**src/rtl/mem_loader_pkg.sv**
```systemverilog
`default_nettype none
// ============================================================================
//  Module      : mem_loader_pkg
//  Description : Shared constants for the boot-time program loader: FSM state
//                encodings, default word-address width and the byte geometry
//                of a memory word. Imported by mem_loader and mem_loader_pack.
//  Revision    : 1.0 - initial release
// ============================================================================
package mem_loader_pkg;

    // Default memory word-address width (capacity 2**12 = 4096 words).
    localparam int c_DEFAULT_ADDR_W = 12;

    // Word geometry: the memory word is always four bytes.
    localparam int c_BYTE_W         = 8;
    localparam int c_BYTES_PER_WORD = 4;
    localparam int c_WORD_BITS      = c_BYTES_PER_WORD * c_BYTE_W;

    // Loader FSM encodings. CHECK is only reachable in checksum builds.
    typedef enum logic [2:0] {
        S_IDLE   = 3'd0,
        S_LEN_HI = 3'd1,
        S_LEN_LO = 3'd2,
        S_DATA   = 3'd3,
        S_WRITE  = 3'd4,
        S_CHECK  = 3'd5,
        S_DONE   = 3'd6,
        S_ERR    = 3'd7
    } state_t;

    // States in which the loader accepts a stream byte. Depends on state
    // only, so there is no combinational path from valid to ready.
    function automatic logic isReadyState(input state_t s);
        return (s == S_LEN_HI) || (s == S_LEN_LO) ||
               (s == S_DATA)   || (s == S_CHECK);
    endfunction

endpackage : mem_loader_pkg
`default_nettype wire

```
**src/rtl/mem_loader_pack.sv**
```systemverilog
`default_nettype none
// ============================================================================
//  Module      : mem_loader_pack
//  Description : Little-endian byte-to-word assembler. Keeps the first three
//                bytes of a word in a shift register and a 2-bit byte counter;
//                on the fourth byte it presents the complete word together
//                with a one-cycle wordReady_o strobe.
//  Ports       : clk_i        - clock
//                rst_i        - synchronous active-high reset
//                clear_i      - synchronous clear at the start of a load
//                byteValid_i  - a data byte is transferred this cycle
//                byteData_i   - the transferred byte
//                word_o       - assembled word (valid while wordReady_o)
//                wordReady_o  - fourth byte of a word is being transferred
//  Revision    : 1.0 - initial release
// ============================================================================
module mem_loader_pack
    import mem_loader_pkg::*;
(
    input  logic                      clk_i,
    input  logic                      rst_i,
    input  logic                      clear_i,
    input  logic                      byteValid_i,
    input  logic [c_BYTE_W-1:0]       byteData_i,
    output logic [c_WORD_BITS-1:0]    word_o,
    output logic                      wordReady_o
);

    localparam int c_SHIFT_W = c_WORD_BITS - c_BYTE_W;

    logic [1:0]           r_count;
    logic [c_SHIFT_W-1:0] r_shift;

    // New bytes enter at the top and move down, so after three bytes the
    // first one sits in bits [7:0] and the fourth completes bits [31:24].
    always_ff @(posedge clk_i) begin
        if (rst_i || clear_i) begin
            r_count <= 2'd0;
            r_shift <= '0;
        end else if (byteValid_i) begin
            r_shift <= {byteData_i, r_shift[c_SHIFT_W-1:c_BYTE_W]};
            r_count <= r_count + 2'd1;
        end
    end

    assign wordReady_o = byteValid_i && (r_count == 2'(c_BYTES_PER_WORD - 1));
    assign word_o      = {byteData_i, r_shift};

endmodule : mem_loader_pack
`default_nettype wire

```
**src/rtl/mem_loader.sv**
```systemverilog
`default_nettype none
// ============================================================================
//  Module      : mem_loader
//  Description : Boot-time program loader. Receives a byte stream
//                (2-byte big-endian word count N, then N little-endian words,
//                plus an optional checksum byte), writes the words to the
//                core's synchronous-write memory from address 0, and holds
//                the core in reset until the image is complete.
//                Optional feature: define MEM_LOADER_CHECKSUM_EN to require a
//                trailing 8-bit sum (mod 256) of all data bytes.
//  Ports       : clk_i, rst_i        - clock, synchronous active-high reset
//                start_i             - begin a load (IDLE/DONE/ERR only)
//                rx_data_i/valid_i   - stream byte and its valid
//                rx_ready_o          - loader accepts a byte this cycle
//                we_o/addr_o/data_o  - memory write port
//                busy_o/done_o/err_o - load status (done/err sticky)
//                cpu_rst_o           - core reset, low only in DONE
//  Revision    : 1.0 - initial release
// ============================================================================
module mem_loader
    import mem_loader_pkg::*;
#(
    parameter int ADDR_W = c_DEFAULT_ADDR_W,
    parameter int DATA_W = 32
)(
    input  logic              clk_i,
    input  logic              rst_i,
    input  logic              start_i,
    input  logic [7:0]        rx_data_i,
    input  logic              rx_valid_i,
    output logic              rx_ready_o,
    output logic              we_o,
    output logic [ADDR_W-1:0] addr_o,
    output logic [DATA_W-1:0] data_o,
    output logic              busy_o,
    output logic              done_o,
    output logic              err_o,
    output logic              cpu_rst_o
);

    // Largest accepted image, compared in 32 bits so ADDR_W up to 16
    // cannot truncate the 16-bit stream length.
    localparam logic [31:0] c_MAX_WORDS = 32'd1 << ADDR_W;

    state_t              r_state;
    state_t              w_nextState;
    state_t              w_afterLast;

    logic                w_ready;
    logic                w_xfer;
    logic                w_start;
    logic [7:0]          r_lenHi;
    logic [15:0]         r_len;
    logic [15:0]         w_lenFull;
    logic                w_overflow;
    logic                w_lenZero;
    logic [ADDR_W:0]     r_wordIdx;     // one extra bit: N == 2**ADDR_W must not wrap
    logic                w_lastWord;
    logic [ADDR_W-1:0]   r_addr;
    logic [DATA_W-1:0]   r_data;
    logic                w_packValid;
    logic                w_wordReady;
    logic [c_WORD_BITS-1:0] w_word;
`ifdef MEM_LOADER_CHECKSUM_EN
    logic [7:0]          r_sum;
`endif

    // ------------------------------------------------------------------
    // Handshake and decode
    // ------------------------------------------------------------------
    assign w_ready     = isReadyState(r_state);
    assign w_xfer      = rx_valid_i && w_ready;
    assign w_start     = start_i &&
                         ((r_state == S_IDLE) || (r_state == S_DONE) || (r_state == S_ERR));
    assign w_lenFull   = {r_lenHi, rx_data_i};
    assign w_overflow  = {16'd0, w_lenFull} > c_MAX_WORDS;
    assign w_lenZero   = (w_lenFull == 16'd0);
    assign w_lastWord  = (32'(r_wordIdx) + 32'd1) == {16'd0, r_len};
    assign w_packValid = w_xfer && (r_state == S_DATA);

`ifdef MEM_LOADER_CHECKSUM_EN
    assign w_afterLast = S_CHECK;
`else
    assign w_afterLast = S_DONE;
`endif

    mem_loader_pack u_pack (
        .clk_i       (clk_i),
        .rst_i       (rst_i),
        .clear_i     (w_start),
        .byteValid_i (w_packValid),
        .byteData_i  (rx_data_i),
        .word_o      (w_word),
        .wordReady_o (w_wordReady)
    );

    // ------------------------------------------------------------------
    // FSM
    // ------------------------------------------------------------------
    always_ff @(posedge clk_i) begin
        if (rst_i) begin
            r_state <= S_IDLE;
        end else begin
            r_state <= w_nextState;
        end
    end

    always_comb begin
        w_nextState = r_state;
        case (r_state)
            S_IDLE: begin
                if (w_start) w_nextState = S_LEN_HI;
            end
            S_LEN_HI: begin
                if (w_xfer) w_nextState = S_LEN_LO;
            end
            S_LEN_LO: begin
                if (w_xfer) begin
                    if (w_overflow)     w_nextState = S_ERR;
                    else if (w_lenZero) w_nextState = w_afterLast;
                    else                w_nextState = S_DATA;
                end
            end
            S_DATA: begin
                if (w_wordReady) w_nextState = S_WRITE;
            end
            S_WRITE: begin
                w_nextState = w_lastWord ? w_afterLast : S_DATA;
            end
`ifdef MEM_LOADER_CHECKSUM_EN
            S_CHECK: begin
                if (w_xfer) w_nextState = (rx_data_i == r_sum) ? S_DONE : S_ERR;
            end
`endif
            S_DONE, S_ERR: begin
                if (w_start) w_nextState = S_LEN_HI;
            end
            default: w_nextState = S_IDLE;
        endcase
    end

    // ------------------------------------------------------------------
    // Datapath: length, word index, write port registers, checksum
    // ------------------------------------------------------------------
    always_ff @(posedge clk_i) begin
        if (rst_i) begin
            r_lenHi   <= 8'd0;
            r_len     <= 16'd0;
            r_wordIdx <= '0;
            r_addr    <= '0;
            r_data    <= '0;
        end else begin
            if (w_start) begin
                r_lenHi   <= 8'd0;
                r_len     <= 16'd0;
                r_wordIdx <= '0;
            end
            if (w_xfer && (r_state == S_LEN_HI)) begin
                r_lenHi <= rx_data_i;
            end
            if (w_xfer && (r_state == S_LEN_LO)) begin
                r_len <= w_lenFull;
            end
            // Address and data are captured on entry to WRITE and then
            // simply held; only we_o qualifies them.
            if (w_wordReady) begin
                r_addr <= r_wordIdx[ADDR_W-1:0];
                r_data <= w_word;
            end
            if (r_state == S_WRITE) begin
                r_wordIdx <= r_wordIdx + 1'b1;
            end
        end
    end

`ifdef MEM_LOADER_CHECKSUM_EN
    // Running sum of data bytes only; the length header is excluded.
    always_ff @(posedge clk_i) begin
        if (rst_i || w_start) begin
            r_sum <= 8'd0;
        end else if (w_packValid) begin
            r_sum <= r_sum + rx_data_i;
        end
    end
`endif

    // ------------------------------------------------------------------
    // Outputs (decoded from the state register)
    // ------------------------------------------------------------------
    assign rx_ready_o = w_ready;
    assign we_o       = (r_state == S_WRITE);
    assign addr_o     = r_addr;
    assign data_o     = r_data;
    assign busy_o     = (r_state != S_IDLE) && (r_state != S_DONE) && (r_state != S_ERR);
    assign done_o     = (r_state == S_DONE);
    assign err_o      = (r_state == S_ERR);
    assign cpu_rst_o  = (r_state != S_DONE);

endmodule : mem_loader
`default_nettype wire

```
**config.mk**
```make
export PLATFORM = sky130hd
export DESIGN_NAME = mem_loader
export DESIGN_NICKNAME = d
export VERILOG_FILES = /design/src/rtl/mem_loader_pkg.sv /design/src/rtl/mem_loader_pack.sv /design/src/rtl/mem_loader.sv
export SDC_FILE = /design/constraint.sdc
export NUM_CORES = 1
export LEC_CHECK = 0
export ABC_AREA = 0
export BUFFER_PORTS_ARGS = -buffer_cell sky130_fd_sc_hd__buf_4
export CORE_MARGIN = 2
export CORE_UTILIZATION = 35
export DETAILED_ROUTE_END_ITERATION = 10
export PLACE_DENSITY_LB_ADDON = 0.05
export SLEW_MARGIN = 20
export SYNTH_ARGS = -nofsm -noshare
export SYNTH_HDL_FRONTEND = slang
export SYNTH_SLANG_ARGS = --single-unit
```
**constraint.sdc**
```tcl
create_clock -name clk_i -period 2 [get_ports clk_i]
set_input_delay 0.5 -clock clk_i [delete_from_list [all_inputs] [get_ports clk_i]]
set_output_delay 0.5 -clock clk_i [all_outputs]
set_load 0.1 [all_outputs]
```
==> impl_metrics.toml, run 1 <==
[cells_and_area]
final_cells = 825
final-seq-area_um2 = 2215
final_nets = 662
diodes = 0
fillers = 1317
drive_gt1_frac = 0.2144
fin_util = 0.4545
multi_input_area_um2 = 2255
areaGrowthSynthToFinish_pct = 25.74
final_cell_area_um2 = 5782
final_common_cell = "nand2_1"
layout_common_cells = "nand2_1 (151), dfxtp_1 (104), buf_4 (92), a21oi_1 (91), nor2_1 (46)"

[setup_path]
arrival_ns = 2.18
critical_path.endpoint = "r_state[0]"
end_kind = "flop"
start_kind = "flop"
worst-path-buf-inv = 0
cp.depth = 7
r2r-start = "r_wordIdx[1]"
path_delay_family = "simple AND/OR/NAND/NOR gates"
max_stage_delay_ns = 0.43
path_cells = "ha_4, xor2_1, or4_4, nor4_4, o2111ai_2, nor3_2, a211oi_2"
crit_path_max_fanout = 2
cpMaxStageDelayCell = "or4_4"
crit_required_ns = 2.22
crit_type = "reg2reg"
r2r_slack_ns = 0.05
crit_start = "r_wordIdx[1]"
rr_worst_depth = 7
r2r-end = "r_state[0]"

[clock_tree]
worstSkewPairLatency_ns = 0.35
clk_path_buf_depth = 2
clk_pin_slew_worst_paths_ns = 0.07
cts_made_buffers = 9
holdBufCountCts = 0
cts_tree = "built"
cts_sinks = 110
clockRootBuffer = "clkbuf_16"
htreeDepth = 3

[synth]
synth-async-reset-ratio = 0
syn-num-nets = 596
syn_area_um2 = 4598
seq_area_frac_synth = 0.4789
synth_top_area_cell = "dfxtp_1"
synth_enable_flop_cells = 0
ys_ff_latch = 110
ys_types = 50
synthCells = 582
synth_ff_type = "dfxtp_1"
avgSynthCellArea_um2 = 7.901
synth_top_area_share = 0.4789
ys_warn_count = 0
synthTopCellsByArea = "dfxtp_1 (48%), nand2_1 (12%), a21oi_1 (9.9%)"

[hold_path]
hp-class = "in2reg"
holdCritStartpoint = "rx_data_i[6]"

[floorplan]
core_area_um2 = 12720
initial_core_util = 0.3614
dieWidth_um = 118.6
rows = 41
die_area_um2 = 14070
pin_count = 62
dieHeight_um = 118.6

[place]
gp_congestion = 0.8550
placed_area_um2 = 5371
hpwl_mm = 8.940
place.port_buffers = 61
place_inst = 808

[power_and_ir_drop]
peakVddDrop_mv = 0.4300
p_per_area_nw_per_um2 = 826.5
power_leakage_uw = 0.002133

[timing]
drv_slew = 0
max_freq_mhz = 512.0
worst_pin_slew_ns = 0.5546
holdWs_ns = 0.4495
fin_skew_ns = 0.007848
fin_crit_ns = 1.953
max_slew_margin = 0.6298
finalSetupViolCount = 0
hold_viol = 0
finalCritPeriodShare = 0.9765

[routing]
num_vias = 4190
wl_mm = 12.49
post_drt_wl_per_cell_um = 15.14
detail_route.first_pass.iterations = 4
drtAntennaViolNets = 0
drc = 0
vias_per_cell = 5.079
detail_route.iter0.violations = 296

[global_route]
antenna_found_initial = 0
grt_max_degree = 50
grt_pass1_vias = 3943
track_usage = 0.1825
grt_pass1_wl_mm = 20.70
grt_overflow = 0

[flow_run]
cap_violations = 0

[status]
status = "completed"
## worst min-delay path: cells and delay by family
kind	cells	cell delay, ns
and+or+nand+nor	1	0.06
AOI/OAI and AO/OA	1	0.05
buffers and inverters	1	0.14
## cells by family (layout without fill, tap and decap cells)
| group | after synthesis | in the layout | synth area share |
|---|---|---|---|
| multiplexers | 2 | 2 | 0.004354 |
| AO/OA/AOI/OAI | 150 | 150 | 0.1897 |
| AND/OR/NAND/NOR | 256 | 256 | 0.2495 |
| adder cells (fa/ha/maj) | 2 | 2 | 0.005441 |
| buffers and inverters | 47 | 118 | 0.04354 |
| flip-flops | 110 | 110 | 0.4789 |
| XOR/XNOR | 15 | 15 | 0.02857 |
## routing by layer
metal  up-vias  global-route usage  routed length (um)
met2        95              0.2518                5271
li1       2138                   -                   -
met3        18             0.03523                 690
met5         -                   0                   0
met4         0             0.07589                 264
met1      1939              0.2736                6268
## power breakdown
| part | total, uW | internal [uW] | leakage [uW] | switching (uW) |
|---|---|---|---|---|
| clock network | 1750 | 955 | 0.000142 | 797 |
| logic | 749 | 260 | 0.00110 | 489 |
| registers | 2280 | 2230 | 0.000890 | 49.7 |
| total | 4780 | 3440 | 0.00213 | 1340 |
## cell type report
| type | instances | share of cell area |
|---|---|---|
| clock buffers | 13 | 0.04674 |
| clock inverters | 3 | 0.004328 |
| inverters | 5 | 0.004328 |
| multi-input cells | 425 | 0.3900 |
| flip-flops and latches | 110 | 0.3830 |
| well taps | 172 | 0.03722 |
| repair buffers | 97 | 0.1344 |
## cell usage after synthesis (all sizes together) (7+ instances only)
master / number
nor4: 7
buf: 18
nand2: 152
nor2: 47
nor3: 7
o21ai: 13
and3: 9
a22oi: 25
a21oi: 91
dfxtp: 110
xnor2: 9
clkbuf: 24
## stage by stage
step                      setup WS, ns  TNS (ns)  total power [uW]
after floorplan               0.003975         0              2785
after global placement        0.005517         0              3017
after detailed placement      -0.06222  -0.09422              3019
after CTS                     0.007632         0              4801
after global routing          -0.02557  -0.02692              5003
final                          0.04705         0              4779
## state kept, by name (all words and copies together) (netlist names)
| name | flops |
|---|---|
| r_state | 3 |
| r_wordIdx | 13 |
| data_o | 32 |
| r_len | 16 |
| addr_o | 12 |
| u_pack.r_shift | 24 |
| u_pack.r_count | 2 |
| r_lenHi | 8 |
## repair_timing
action	4_1_cts	5_1_grt
endpoints found under the setup margin	6	20
endpoints found under the hold margin	0	0
buffers inserted	1	0
gates resized for setup	18	12
pin swaps	5	3
## how the worst min path moves through the flow
stage	to	slack [ns]	cells past startpoint
final	data_o[30]	0.45	3
after global routing	u_pack.r_shift[18]	0.44	3
after CTS	data_o[26]	0.44	3
after detailed placement	data_o[1]	0.45	2
after global placement	u_pack.r_shift[0]	0.44	2
after floorplan	data_o[0]	0.43	2
Power figures use the tool's default switching activity.
==> run 2, diff against run 1 <==
--- a/config.mk
+++ b/config.mk
@@ -7,6 +7,7 @@
 export LEC_CHECK = 0
 export ABC_AREA = 0
 export BUFFER_PORTS_ARGS = -buffer_cell sky130_fd_sc_hd__buf_4
+export CORE_ASPECT_RATIO = 1.25
 export CORE_MARGIN = 2
 export CORE_UTILIZATION = 35
 export DETAILED_ROUTE_END_ITERATION = 10
==> run 2 against run 1 <==
Effect of this change:
- largest cell class unchanged
- die area hardly changed
- setup slack got worse by 0.0087 ns
- cell area fell by 0.26%
- sequential power barely moved
- core utilization fell by 0.31 points
- sequential share of layout area about the same
- register-to-register slack gained 0.07 ns
- fmax fell by 0.45%
- clock-buffer cell count is 1 lower
- power is 2.0% lower
==> impl_metrics.toml, run 2 (synthesized netlist as in run 1, its figures left out) <==
[global_route]
track_usage = 0.1912
grt_max_degree = 53
grt_pass1_vias = 4008
grt_pass1_wl_mm = 21.31
grt_overflow = 0
antenna_found_initial = 0

[setup_path]
arrival_ns = 1.46
crit_path_max_fanout = 8
crit_required_ns = 1.50
crit_type = "reg2out"
end_kind = "primary output"
start_kind = "flop"

[floorplan]
pin_count = 62
dieWidth_um = 106.5
die_area_um2 = 14080
rows = 46
initial_core_util = 0.3599
dieHeight_um = 132.2
core_area_um2 = 12780

[place]
place.port_buffers = 61
place_inst = 804
gp_congestion = 0.8169
hpwl_mm = 9.294

[timing]
rsz0062_at_grt = "true"
fin_skew_ns = 0.007902
finalSetupViolCount = 0
finalCritPeriodShare = 0.9808
drv_slew = 0
max_freq_mhz = 509.8
hold_viol = 0
holdWs_ns = 0.4440
worst_pin_slew_ns = 0.5669
max_slew_margin = 0.6191
fin_crit_ns = 1.962

[clock_tree]
cts_made_buffers = 9
htreeDepth = 3
clk_path_buf_depth = 2
cts_sinks = 110
clockRootBuffer = "clkbuf_16"
clk_pin_slew_worst_paths_ns = 0.07
holdBufCountCts = 0
cts_tree = "built"
worstSkewPairLatency_ns = 0.34

[cells_and_area]
drive_gt1_frac = 0.2034
areaGrowthSynthToFinish_pct = 25.41
largest_register_ff_count = 32
diodes = 0
fillers = 1326
final_nets = 663
final_common_cell = "nand2_1"
layout_common_cells = "nand2_1 (151), dfxtp_1 (105), a21oi_1 (91), buf_4 (91), nor2_1 (47)"
fin_util = 0.4513
final_cells = 822

[routing]
num_vias = 4171
drtAntennaViolNets = 0
vias_per_cell = 5.074
detail_route.iter0.violations = 211
detail_route.first_pass.iterations = 4
post_drt_wl_per_cell_um = 16.00
drc = 0
wl_mm = 13.16

[power_and_ir_drop]
peakVddDrop_mv = 0.4277
p_per_area_nw_per_um2 = 812.1
power_leakage_uw = 0.002132

[status]
status = "completed"

[hold_path]
hp-class = "in2reg"

[flow_run]
cap_violations = 0
==> run 2: cell count changes in the layout (fill, tap and decap cells not counted), sizes merged <==
cell      previous run  this run
clkbuf              13        12
clkinvlp             2         1
buf                 97        98
clkinv               1         3
==> run 2: layer usage <==
layer,global-route usage,vias to the layer above,wire (um)
met5,0,-,0
met4,0.06926,0,278
met3,0.02521,18,341
met2,0.3323,71,6730
met1,0.2411,1957,5805
li1,-,2125,-
==> run 2: path summary, 6_finish.rpt <==
kind         cells after the start    endpoint    startpoint  slack (ns)
max reg2reg                      7  r_state[0]  r_wordIdx[1]        0.12
min                              3  data_o[30]  rx_data_i[6]        0.44
min reg2reg                      2  data_o[17]    data_o[17]        0.45
max                              3      busy_o    r_state[0]        0.04
==> run 2: timing repair <==
item,4_1_cts,5_1_grt
setup endpoints to repair,6,6
resized for setup,15,6
pin swaps,4,1
hold endpoints to repair,0,0
setup buffers,1,1
cloned,0,0
==> run 2: power by group <==
part / internal, uW / switching, uW / leakage [uW]
clock network: 855 / 813 / 0.000131
registers: 2230 / 47.0 / 0.000889
logic: 246 / 493 / 0.00111
total: 3330 / 1350 / 0.00213
==> run 2: area by class of cell <==
| class | count | area, um^2 | area share |
|---|---|---|---|
| multi-input combinational | 425 | 2238 | 0.3882 |
| sequential | 110 | 2211 | 0.3834 |
| timing repair buffer | 98 | 814.5 | 0.1412 |
| clock buffer | 12 | 236.5 | 0.04101 |
| tap | 168 | 210.2 | 0.03645 |
| clock inverter | 4 | 31.28 | 0.005424 |
| inverter | 5 | 25.02 | 0.004339 |
==> run 2: per-stage QoR <==
stage,instance area (um^2),total power [uW],setup WS [ns],setup TNS (ns)
after floorplan,4607,2785,0.003975,0
after global placement,5404,3031,0.003506,0
after detailed placement,5404,3032,-0.03028,-0.04969
after CTS,5736,4720,-0.05009,-0.05009
after global routing,5767,4878,-0.007604,-0.007604
final,5767,4683,0.03831,0
==> run 2: worst max-delay path, stage by stage, from the launching register on <==
cell and delay, ns:
dfxtp_2 0.36, or3_1 0.38, and2_1 0.19, buf_6 0.18
==> run 3, diff against run 2 <==
--- a/config.mk
+++ b/config.mk
@@ -8,7 +8,7 @@
 export ABC_AREA = 0
 export BUFFER_PORTS_ARGS = -buffer_cell sky130_fd_sc_hd__buf_4
 export CORE_ASPECT_RATIO = 1.25
-export CORE_MARGIN = 2
+export CORE_MARGIN = 5
 export CORE_UTILIZATION = 35
 export DETAILED_ROUTE_END_ITERATION = 10
 export PLACE_DENSITY_LB_ADDON = 0.05
==> constraint.sdc (replaced) <==
create_clock -name clk_i -period 2 [get_ports clk_i]
set_input_delay 0.5 -clock clk_i [delete_from_list [all_inputs] [get_ports clk_i]]
set_output_delay 0.5 -clock clk_i [all_outputs]
set_load 0.05 [all_outputs]
==> run 3 against run 2 <==
Effect of this change:
- combinational power shrank 5.7%
- setup slack gained 0.0053 ns
- final cell count grew 0.85%
- largest cell class unchanged
==> impl_metrics.toml, run 3 (synthesized netlist as in run 1, its figures left out) <==
[clock_tree]
holdBufCountCts = 0
worstSkewPairLatency_ns = 0.35
cts_tree = "built"
clockRootBuffer = "clkbuf_16"
cts_made_buffers = 9
cts_sinks = 110
clk_path_buf_depth = 2
htreeDepth = 3
clk_pin_slew_worst_paths_ns = 0.07

[hold_path]
holdCritStartpoint = "rx_data_i[0]"
hp-class = "in2reg"

[setup_path]
cpMaxStageDelayCell = "or3_4"
start_kind = "flop"
path_cells = "buf_4, or3_4, inv_4, buf_8"
crit_required_ns = 1.50
r2r-start = "r_wordIdx[0]"
crit_type = "reg2out"
crit_path_max_fanout = 6
end_kind = "primary output"
worst-path-buf-inv = 3
path_delay_family = "simple AND/OR/NAND/NOR gates"
arrival_ns = 1.46
max_stage_delay_ns = 0.40
crit_start = "r_state[0]"

[floorplan]
die_area_um2 = 15540
core_area_um2 = 12780
pin_count = 62
dieHeight_um = 138.2
initial_core_util = 0.3599
dieWidth_um = 112.5
rows = 46

[cells_and_area]
final_cell_area_um2 = 5908
layout_common_cells = "nand2_1 (151), dfxtp_1 (107), buf_4 (98), a21oi_1 (91), nor2_1 (46)"
largest_register_ff_count = 32
fin_util = 0.4624
final_nets = 670
drive_gt1_frac = 0.2179
fillers = 1326
final_common_cell = "nand2_1"
areaGrowthSynthToFinish_pct = 28.49
diodes = 0

[place]
gp_congestion = 0.8632
placed_area_um2 = 5443
place.port_buffers = 61
hpwl_mm = 9.486

[routing]
dr_wl_met3_um = 421
detail_route.iter0.violations = 280
wl_mm = 13.06
post_drt_wl_per_cell_um = 15.75
num_vias = 4233
routed.top_layer = "met4"
vias_per_cell = 5.106
wl_met2_mm = 6.697
met1_length_mm = 5.618
detail_route.first_pass.iterations = 4
drc = 0
drtAntennaViolNets = 0

[global_route]
antenna_found_initial = 0
grt_max_degree = 53
grt_overflow = 0
grt_pass1_wl_mm = 21.23
grt_pass1_vias = 4056
track_usage = 0.1673

[timing]
hold_viol = 0
worst_pin_slew_ns = 0.6678
fin_crit_ns = 1.956
max_freq_mhz = 511.2
drv_slew = 0
fin_skew_ns = 0.007871
finalCritPeriodShare = 0.9782
max_slew_margin = 0.5544
finalSetupViolCount = 0

[status]
status = "completed"

[power_and_ir_drop]
p_per_area_nw_per_um2 = 848.6
power_uw = 5013
power_leakage_uw = 0.002216
peakVddDrop_mv = 0.5905

[flow_run]
cap_violations = 0
run 3: cell types whose count changed in the layout (fill, tap and decap cells not counted), sizes merged:
cell,delta
inv,+2
clkbuf,-2
bufinv,+3
buf,+7
clkinv,-3
run 3: final timing paths:
check	endpoint	slack, ns	cells after the start
setup / recovery	we_o	0.04	4
hold / removal	u_pack.r_shift[16]	0.43	3
setup reg to reg	r_state[0]	0.11	7
hold reg to reg	addr_o[5]	0.45	2
run 3: through the flow:
step | setup TNS, ns | setup WS [ns] | hold slack [ns] | instances
after CTS | 0 | 0.004609 | 0.4238 | 827
final | 0 | 0.04366 | 0.4348 | 829
after floorplan | 0 | 0.02803 | 0.4322 | 582
after global placement | 0 | 0.009127 | 0.4438 | 810
after detailed placement | 0 | 0.007307 | 0.4466 | 810
after global routing | -0.0003354 | -0.0003354 | 0.4420 | 829
run 3: timing repair:
item / 4_1_cts / 5_1_grt
endpoints found under the setup margin: 5 / 4
gates resized for setup: 11 / 10
pin swaps: 5 / 2
endpoints found under the hold margin: 0 / 0
buffers inserted: 1 / 2
gates cloned: 0 / 0
run 3: worst register-to-register path: cells and delay by family (launching register included):
kind	cells	cell delay, ns
and+or+nand+nor	3	0.78
DFF	1	0.37
AOI/OAI and AO/OA	2	0.27
adders and majority gates	1	0.22
xor gates and xnor gates	1	0.14
run 3: final cells by class:
cell class | count | area (um^2) | share of cell area
Clock buffer | 10 | 229.0 | 0.03875
Clock inverter | 6 | 115.1 | 0.01948
Inverter | 5 | 21.27 | 0.003600
Multi-Input combinational cell | 425 | 2273 | 0.3848
Sequential cell | 110 | 2206 | 0.3734
Tap cell | 168 | 210.2 | 0.03558
Timing Repair Buffer | 105 | 853.3 | 0.1444
run 3: where the power goes:
part           internal, uW  switching [uW]
sequential             2230            36.3
clock                  1230             819
combinational           269             429
total                  3730            1280
run 3: layer usage:
metal	global-route usage	up-vias
met5	0	-
met4	0.06962	0
met3	0.02052	23
met2	0.2876	68
met1	0.2106	1997
li1	-	2145
